==> config.mk <==
export PLATFORM = sky130hd
export DESIGN_NAME = uart_tx
export DESIGN_NICKNAME = d
export VERILOG_FILES = /design/src/rtl/uart_pkg.sv /design/src/rtl/uart_baud_cnt.sv /design/src/rtl/uart_tx.sv
export SDC_FILE = /design/constraint.sdc
export NUM_CORES = 1
export LEC_CHECK = 0
export ABC_CLOCK_PERIOD_IN_PS = 4900
export BUFFER_PORTS_ARGS = -buffer_cell sky130_fd_sc_hd__buf_2
export CAP_MARGIN = 15
export CORE_UTILIZATION = 25
export DETAILED_ROUTE_END_ITERATION = 8
export PLACE_DENSITY = 0.52
export SYNTH_ARGS = -nofsm -noshare
export SYNTH_HDL_FRONTEND = slang
export SYNTH_HIERARCHICAL = 1
export SYNTH_SLANG_ARGS = --single-unit
==> constraint.sdc <==
create_clock -name i_clk_sys -period 4.9 [get_ports i_clk_sys]
set_input_delay 1.47 -clock i_clk_sys [delete_from_list [all_inputs] [get_ports i_clk_sys]]
set_output_delay 1.47 -clock i_clk_sys [all_outputs]
set_load 0.005 [all_outputs]
==> src/rtl/uart_pkg.sv <==
// Shared UART definitions: FSM state encoding, bit-period computation and parity helper.
package uart_pkg;

  typedef enum logic [2:0] {
    S_IDLE   = 3'd0,
    S_START  = 3'd1,
    S_DATA   = 3'd2,
    S_PARITY = 3'd3,
    S_STOP   = 3'd4
  } uart_state_e;

  localparam int unsigned BAUD_CNT_W = 16;

  // Clocks per bit period from a clock in MHz and a bit rate in bit/s.
  function automatic int unsigned calc_cycle(input int unsigned clk_fre_mhz,
                                             input int unsigned baud_rate);
    return (clk_fre_mhz * 32'd1000000) / baud_rate;
  endfunction

  // Parity over the low `width` bits; odd=1 makes the total ones count (incl. parity) odd.
  function automatic logic parity_calc(input logic [8:0]     data,
                                       input int unsigned    width,
                                       input logic           odd);
    logic p;
    p = odd;
    for (int unsigned i = 0; i < 9; i++) begin
      if (i < width) p = p ^ data[i];
    end
    return p;
  endfunction

endpackage

==> src/rtl/uart_baud_cnt.sv <==
// Bit-period timer: counts 0..CYCLE-1 while enabled, wraps, and flags the last clock of a period.
module uart_baud_cnt
  import uart_pkg::*;
#(
  parameter int unsigned CYCLE = 5208
) (
  input  logic                  i_clk_sys,
  input  logic                  i_rst_n,
  input  logic                  i_en,
  input  logic                  i_clr,
  output logic [BAUD_CNT_W-1:0] o_cnt,
  output logic                  o_bit_end
);

  localparam logic [BAUD_CNT_W-1:0] LAST_CNT = BAUD_CNT_W'(CYCLE - 1);

  logic [BAUD_CNT_W-1:0] cnt_q, cnt_d;

  // Next count: clear wins, otherwise advance and wrap at the end of each bit period.
  always_comb begin
    cnt_d = cnt_q;
    if (i_clr) begin
      cnt_d = '0;
    end else if (i_en) begin
      cnt_d = (cnt_q == LAST_CNT) ? '0 : cnt_q + 1'b1;
    end
  end

  // Counter register with synchronous active-low reset.
  always_ff @(posedge i_clk_sys) begin
    if (!i_rst_n) cnt_q <= '0;
    else          cnt_q <= cnt_d;
  end

  assign o_cnt     = cnt_q;
  assign o_bit_end = i_en && (cnt_q == LAST_CNT);

endmodule

==> src/rtl/uart_tx.sv <==
// UART transmitter: valid/ready word in, one start/data/parity/stop frame out on a registered line.
module uart_tx
  import uart_pkg::*;
#(
  parameter int unsigned CLK_FRE     = 50,
  parameter int unsigned DATA_WIDTH  = 8,
  parameter int unsigned PARITY_ON   = 0,
  parameter int unsigned PARITY_TYPE = 0,
  parameter int unsigned BAUD_RATE   = 9600
) (
  input  logic                  i_clk_sys,
  input  logic                  i_rst_n,
  input  logic [DATA_WIDTH-1:0] i_data,
  input  logic                  i_data_valid,
  output logic                  o_tx_ready,
  output logic                  o_uart_tx,
  output logic                  o_tx_done
);

  localparam int unsigned           CYCLE    = calc_cycle(CLK_FRE, BAUD_RATE);
  localparam logic [BAUD_CNT_W-1:0] LAST_CNT = BAUD_CNT_W'(CYCLE - 1);
  localparam logic [3:0]            LAST_BIT = 4'(DATA_WIDTH - 1);

  uart_state_e           state_q, state_d;
  logic                  tx_q, tx_d;
  logic [DATA_WIDTH-1:0] shift_q, shift_d;
  logic [3:0]            bit_cnt_q, bit_cnt_d;
  logic                  parity_q, parity_d;

  logic                  accept;
  logic                  bit_end;
  logic [BAUD_CNT_W-1:0] baud_cnt;

  assign accept = i_data_valid && (state_q == S_IDLE);

  // The timer runs in every framed state and restarts from zero on each accepted word.
  uart_baud_cnt #(
    .CYCLE (CYCLE)
  ) u_baud_cnt (
    .i_clk_sys (i_clk_sys),
    .i_rst_n   (i_rst_n),
    .i_en      (state_q != S_IDLE),
    .i_clr     (accept),
    .o_cnt     (baud_cnt),
    .o_bit_end (bit_end)
  );

  // Frame sequencing; tx_d is the line level for the period that starts at the next edge.
  always_comb begin
    state_d   = state_q;
    tx_d      = tx_q;
    shift_d   = shift_q;
    bit_cnt_d = bit_cnt_q;
    parity_d  = parity_q;
    case (state_q)
      S_IDLE: begin
        tx_d = 1'b1;
        if (accept) begin
          state_d   = S_START;
          tx_d      = 1'b0;
          shift_d   = i_data;
          parity_d  = parity_calc(9'(i_data), DATA_WIDTH, PARITY_TYPE != 0);
          bit_cnt_d = '0;
        end
      end
      S_START: begin
        if (bit_end) begin
          state_d   = S_DATA;
          tx_d      = shift_q[0];
          shift_d   = shift_q >> 1;
          bit_cnt_d = '0;
        end
      end
      S_DATA: begin
        if (bit_end) begin
          if (bit_cnt_q == LAST_BIT) begin
            if (PARITY_ON != 0) begin
              state_d = S_PARITY;
              tx_d    = parity_q;
            end else begin
              state_d = S_STOP;
              tx_d    = 1'b1;
            end
          end else begin
            bit_cnt_d = bit_cnt_q + 1'b1;
            tx_d      = shift_q[0];
            shift_d   = shift_q >> 1;
          end
        end
      end
      S_PARITY: begin
        if (bit_end) begin
          state_d = S_STOP;
          tx_d    = 1'b1;
        end
      end
      S_STOP: begin
        tx_d = 1'b1;
        if (bit_end) state_d = S_IDLE;
      end
      default: begin
        state_d   = S_IDLE;
        tx_d      = 1'b1;
        bit_cnt_d = '0;
      end
    endcase
  end

  // FSM and datapath registers; reset aborts any frame and parks the line high.
  always_ff @(posedge i_clk_sys) begin
    if (!i_rst_n) begin
      state_q   <= S_IDLE;
      tx_q      <= 1'b1;
      shift_q   <= '0;
      bit_cnt_q <= '0;
      parity_q  <= 1'b0;
    end else begin
      state_q   <= state_d;
      tx_q      <= tx_d;
      shift_q   <= shift_d;
      bit_cnt_q <= bit_cnt_d;
      parity_q  <= parity_d;
    end
  end

  assign o_uart_tx  = tx_q;
  assign o_tx_ready = (state_q == S_IDLE);
  assign o_tx_done  = (state_q == S_STOP) && (baud_cnt == LAST_CNT);

endmodule

==> metrics.md <==
| Metric | Value |
|---|---|
| Post-CTS Setup Inserts | `0` |
| RSZ-0062 raised after global routing | `no` |
| Pin count of the biggest net entering global routing | `17` |
| CTS max path bufs | `2` |
| Tightest Hold Check Type | `flip-flop to flip-flop` |
| Clock skew | `0.00766 ns` |
| Most Used Layer, Global Route | `met2` |
| Vias per cell | `4.85` |
| Fin worst setup slack | `1.55 ns` |
| Initial Util | `26.5%` |
| Clock sink total | `32` |
| Pre-CTS setup slack | `1.59 ns` |
| Combinational family with the most area after synthesis | `simple AND/OR/NAND/NOR gates` |
| Multi-input combinational cell area | `965 µm²` |
| Top post-synthesis cells by area | `dfxtp_1, xnor2_1, nor2_1, mux2i_1, buf_6` |
| Storage element area | `641 µm²` |
| Post-synthesis adder-cell area fraction | `1.45%` |
| Ys flop type | `dfxtp_1` |
| Hold endpoint | `bit_cnt_q[3]` |
| Critical Path Source Type | `flip-flop` |
| Async SR Flop Fraction | `0%` |
| Static Leak | `0.629 nW` |
| Chip height | `85.2 µm` |
| Hold path depth | `2` |
| WS Path Type | `flip-flop to flip-flop` |
| 1st-iter DRT viols | `48` |
| ANT cells | `0` |
| Synth Area in XOR/XNOR | `8.09%` |
| Mux cell area share after synthesis | `5.20%` |
| Core Area | `6530 µm²` |
| Fill cells | `701` |
| IO buf count | `13` |
| Commonest cells in the netlist | `dfxtp_1, nor2_1, nand2_1, xnor2_1, a21oi_1` |
| R2r endpoint | `shift_q[7]` |
| Placed cell areas | `1790 µm²` |
| First-pass iteration count of the detailed router | `4` |
| Seq/Total Area, Yosys | `37.0%` |
| TritonCTS Buffers | `5` |
| Slowest Stage Delay on Critical Path | `0.55 ns` |
| Die area | `7260 µm²` |
| Worst R2R Start | `state_q[1]` |
| Hold Startpoint | `bit_cnt_q[3]` |
| Die W | `85.2 µm` |
| Synth cell types | `43` |
| # rows | `29` |
| Critical path arrival | `3.53 ns` |
| Final Max Tran Viols | `0` |
| Root Buffer | `clkbuf_8` |
| Period minus WS final | `3.35 ns` |
| Wire length after detailed routing | `3530 µm` |
| Cell Chain, Critical Path | `nor3_1 -> inv_1 -> nand3_2 -> or4_4 -> nor2_1 -> nand2_1 -> a211oi_1 -> or2_1 -> mux2i_1 -> nor2_1` |
| Reg2Reg Depth | `10` |
| Cell area after synthesis | `1730 µm²` |
| Clock Latency Late Sink | `0.29 ns` |
| Cts hold-fix bufs | `0` |
| Avg Cell Area, Syn | `8.79 µm²` |
| Setup_tns | `0 ns` |
| Grt met1 use | `12.9%` |
| Max IR drop VDD | `0.000142 V` |
| Fraction of layout cells with a size suffix above 1 | `16.3%` |
| Area Growth Syn to Fin | `9.75%` |
| PwrDens | `305 nW/µm²` |
| Seq cells post-synth | `32` |
| CP required | `5.09 ns` |
| Simple-gate area share of the yosys netlist | `28.0%` |
| Share of the synthesized area in the top cell type | `37.0%` |
| GR Layer Usage met3 | `3.31%` |
| Routed wire length per instance | `12.3 µm` |
| CP Capture Type | `flip-flop` |
| Vias in the first global route | `1277` |
| Critical path origin | `state_q[1]` |
| Synth area leader | `dfxtp_1` |
| R2R setup slack | `1.55 ns` |
| CTS tree | `yes` |
| Min Hold Slack | `0.480 ns` |
| Compound-cell area share of the yosys netlist | `13.0%` |
| Final Setup Violations | `0` |
| Top-Level Pins | `14` |
| Max Fclk | `0.299 GHz` |
| Nets | `221` |
| DRT antenna net count | `0` |
| Total GRT Usage | `10.5%` |
| Met2 usage | `16.9%` |
| First-pass GRT wire length | `5930 µm` |
| Status | `finished, final reports clean` |
| Slew @ Worst Pin | `0.584 ns` |
| Slowest CP cell | `dfxtp_1` |
| Routed vias | `1386` |
| Gpl congestion | `0.771` |
| Critical Path Most Common Cell | `nor2_1` |
| Residual DRC count | `0` |
| Buf/Inv on CP | `1` |
| Initial antenna violation count | `0` |
| Max_cap viols | `0` |
| Post-CTS resize count | `0` |
| Crit path max-delay family | `simple AND/OR/NAND/NOR gates` |
| Clk slew on worst S/H paths | `0.07 ns` |
| DP HPWL | `2440 µm` |
| Final Cell Area | `1900 µm²` |
| Slew headroom | `61.1%` |
| Mapped Cells | `197` |
| Syn nets | `210` |
| Yosys warns | `6` |
| Count leader, synth | `dfxtp_1` |
| EDFF count, synth | `0` |
| Largest fanout on the critical path | `15` |
| Worst path depth | `10` |
| H-tree levels | `2` |
| Overflow after GRT | `0` |
| Final Cycle Share | `68.3%` |
| Hold Vio Cnt, Final | `0` |
## power by group
part           leakage [nW]  internal, mW  switching [mW]  total, mW
clock network        0.0552         0.151           0.104      0.255
logic                 0.313        0.0209          0.0287     0.0496
registers             0.260         0.268         0.00676      0.275
total                 0.629         0.440           0.139      0.579
## kinds of logic (layout without fill, tap and decap cells)
| group | count (synthesis) | in the layout |
|---|---|---|
| AO/OA/AOI/OAI | 32 | 32 |
| XOR/XNOR | 16 | 16 |
| adder cells (fa/ha/maj) | 2 | 2 |
| buffers and inverters | 16 | 28 |
| flip-flops | 32 | 32 |
| multiplexers | 9 | 9 |
| AND/OR/NAND/NOR | 90 | 90 |
## tightest hold or removal path: cells and delay by family (launching register included)
family | cells | cell delay, ns
AO/OA/AOI/OAI | 1 | 0.06
flip-flops | 1 | 0.32
AND/OR/NAND/NOR | 1 | 0.05
## layout by cell type, fill, tap and decap left out, types with 2 or more instances in the layout
master    netlist  layout
ha_1            2       2
buf_2           1      13
nand4_1         8       8
o21ai_0         6       6
nand3_1         4       4
nor2_1         29      29
xor2_1          3       3
clkbuf_8        0       5
mux2i_1         9       9
xnor2_1        13      13
a21oi_2         3       3
dfxtp_1        32      32
nor3_1          7       7
nor4bb_1        3       3
a21oi_1        10      10
o21ai_2         3       3
a211oi_1        2       2
nand2_1        17      17
nor4_1          6       6
nor2b_1         2       2
nand2b_1        3       3
inv_1           7       7
## area by class of cell
type | count | share of cell area, %
Timing Repair Buffer | 13 | 3.42
Sequential cell | 32 | 33.7
Inverter | 7 | 1.38
Tap cell | 77 | 5.07
Clock buffer | 6 | 3.82
Clock inverter | 2 | 1.84
Multi-Input combinational cell | 149 | 50.8
## routing by layer
metal  routed length, µm  up-vias
li1                    -      715
met5                   0        -
met4                  38        0
met1                1760      642
met2                1600       25
met3                 136        4
## worst max path at each step
| stage | endpoint |
|---|---|
| after floorplan | o_tx_done |
| after global placement | shift_q[7] |
| after detailed placement | shift_q[7] |
| after CTS | shift_q[7] |
| after global routing | shift_q[7] |
| final | shift_q[7] |
## registers in the layout, summed over array words and instances, names as in the netlist
| register | flops |
|---|---|
| o_uart_tx | 1 |
| state_q | 3 |
| shift_q | 8 |
| u_baud_cnt/o_cnt | 16 |
| bit_cnt_q | 4 |
## metrics by stage
step / utilization, % / std cells / power, mW
after global placement: 27.5 / 278 / 0.331
after floorplan: - / 197 / 0.326
after global routing: 29.1 / 286 / 0.602
after detailed placement: 27.5 / 278 / 0.332
final: 29.1 / 286 / 0.579
after CTS: 29.1 / 286 / 0.587
(Power assumes the default switching activity.)
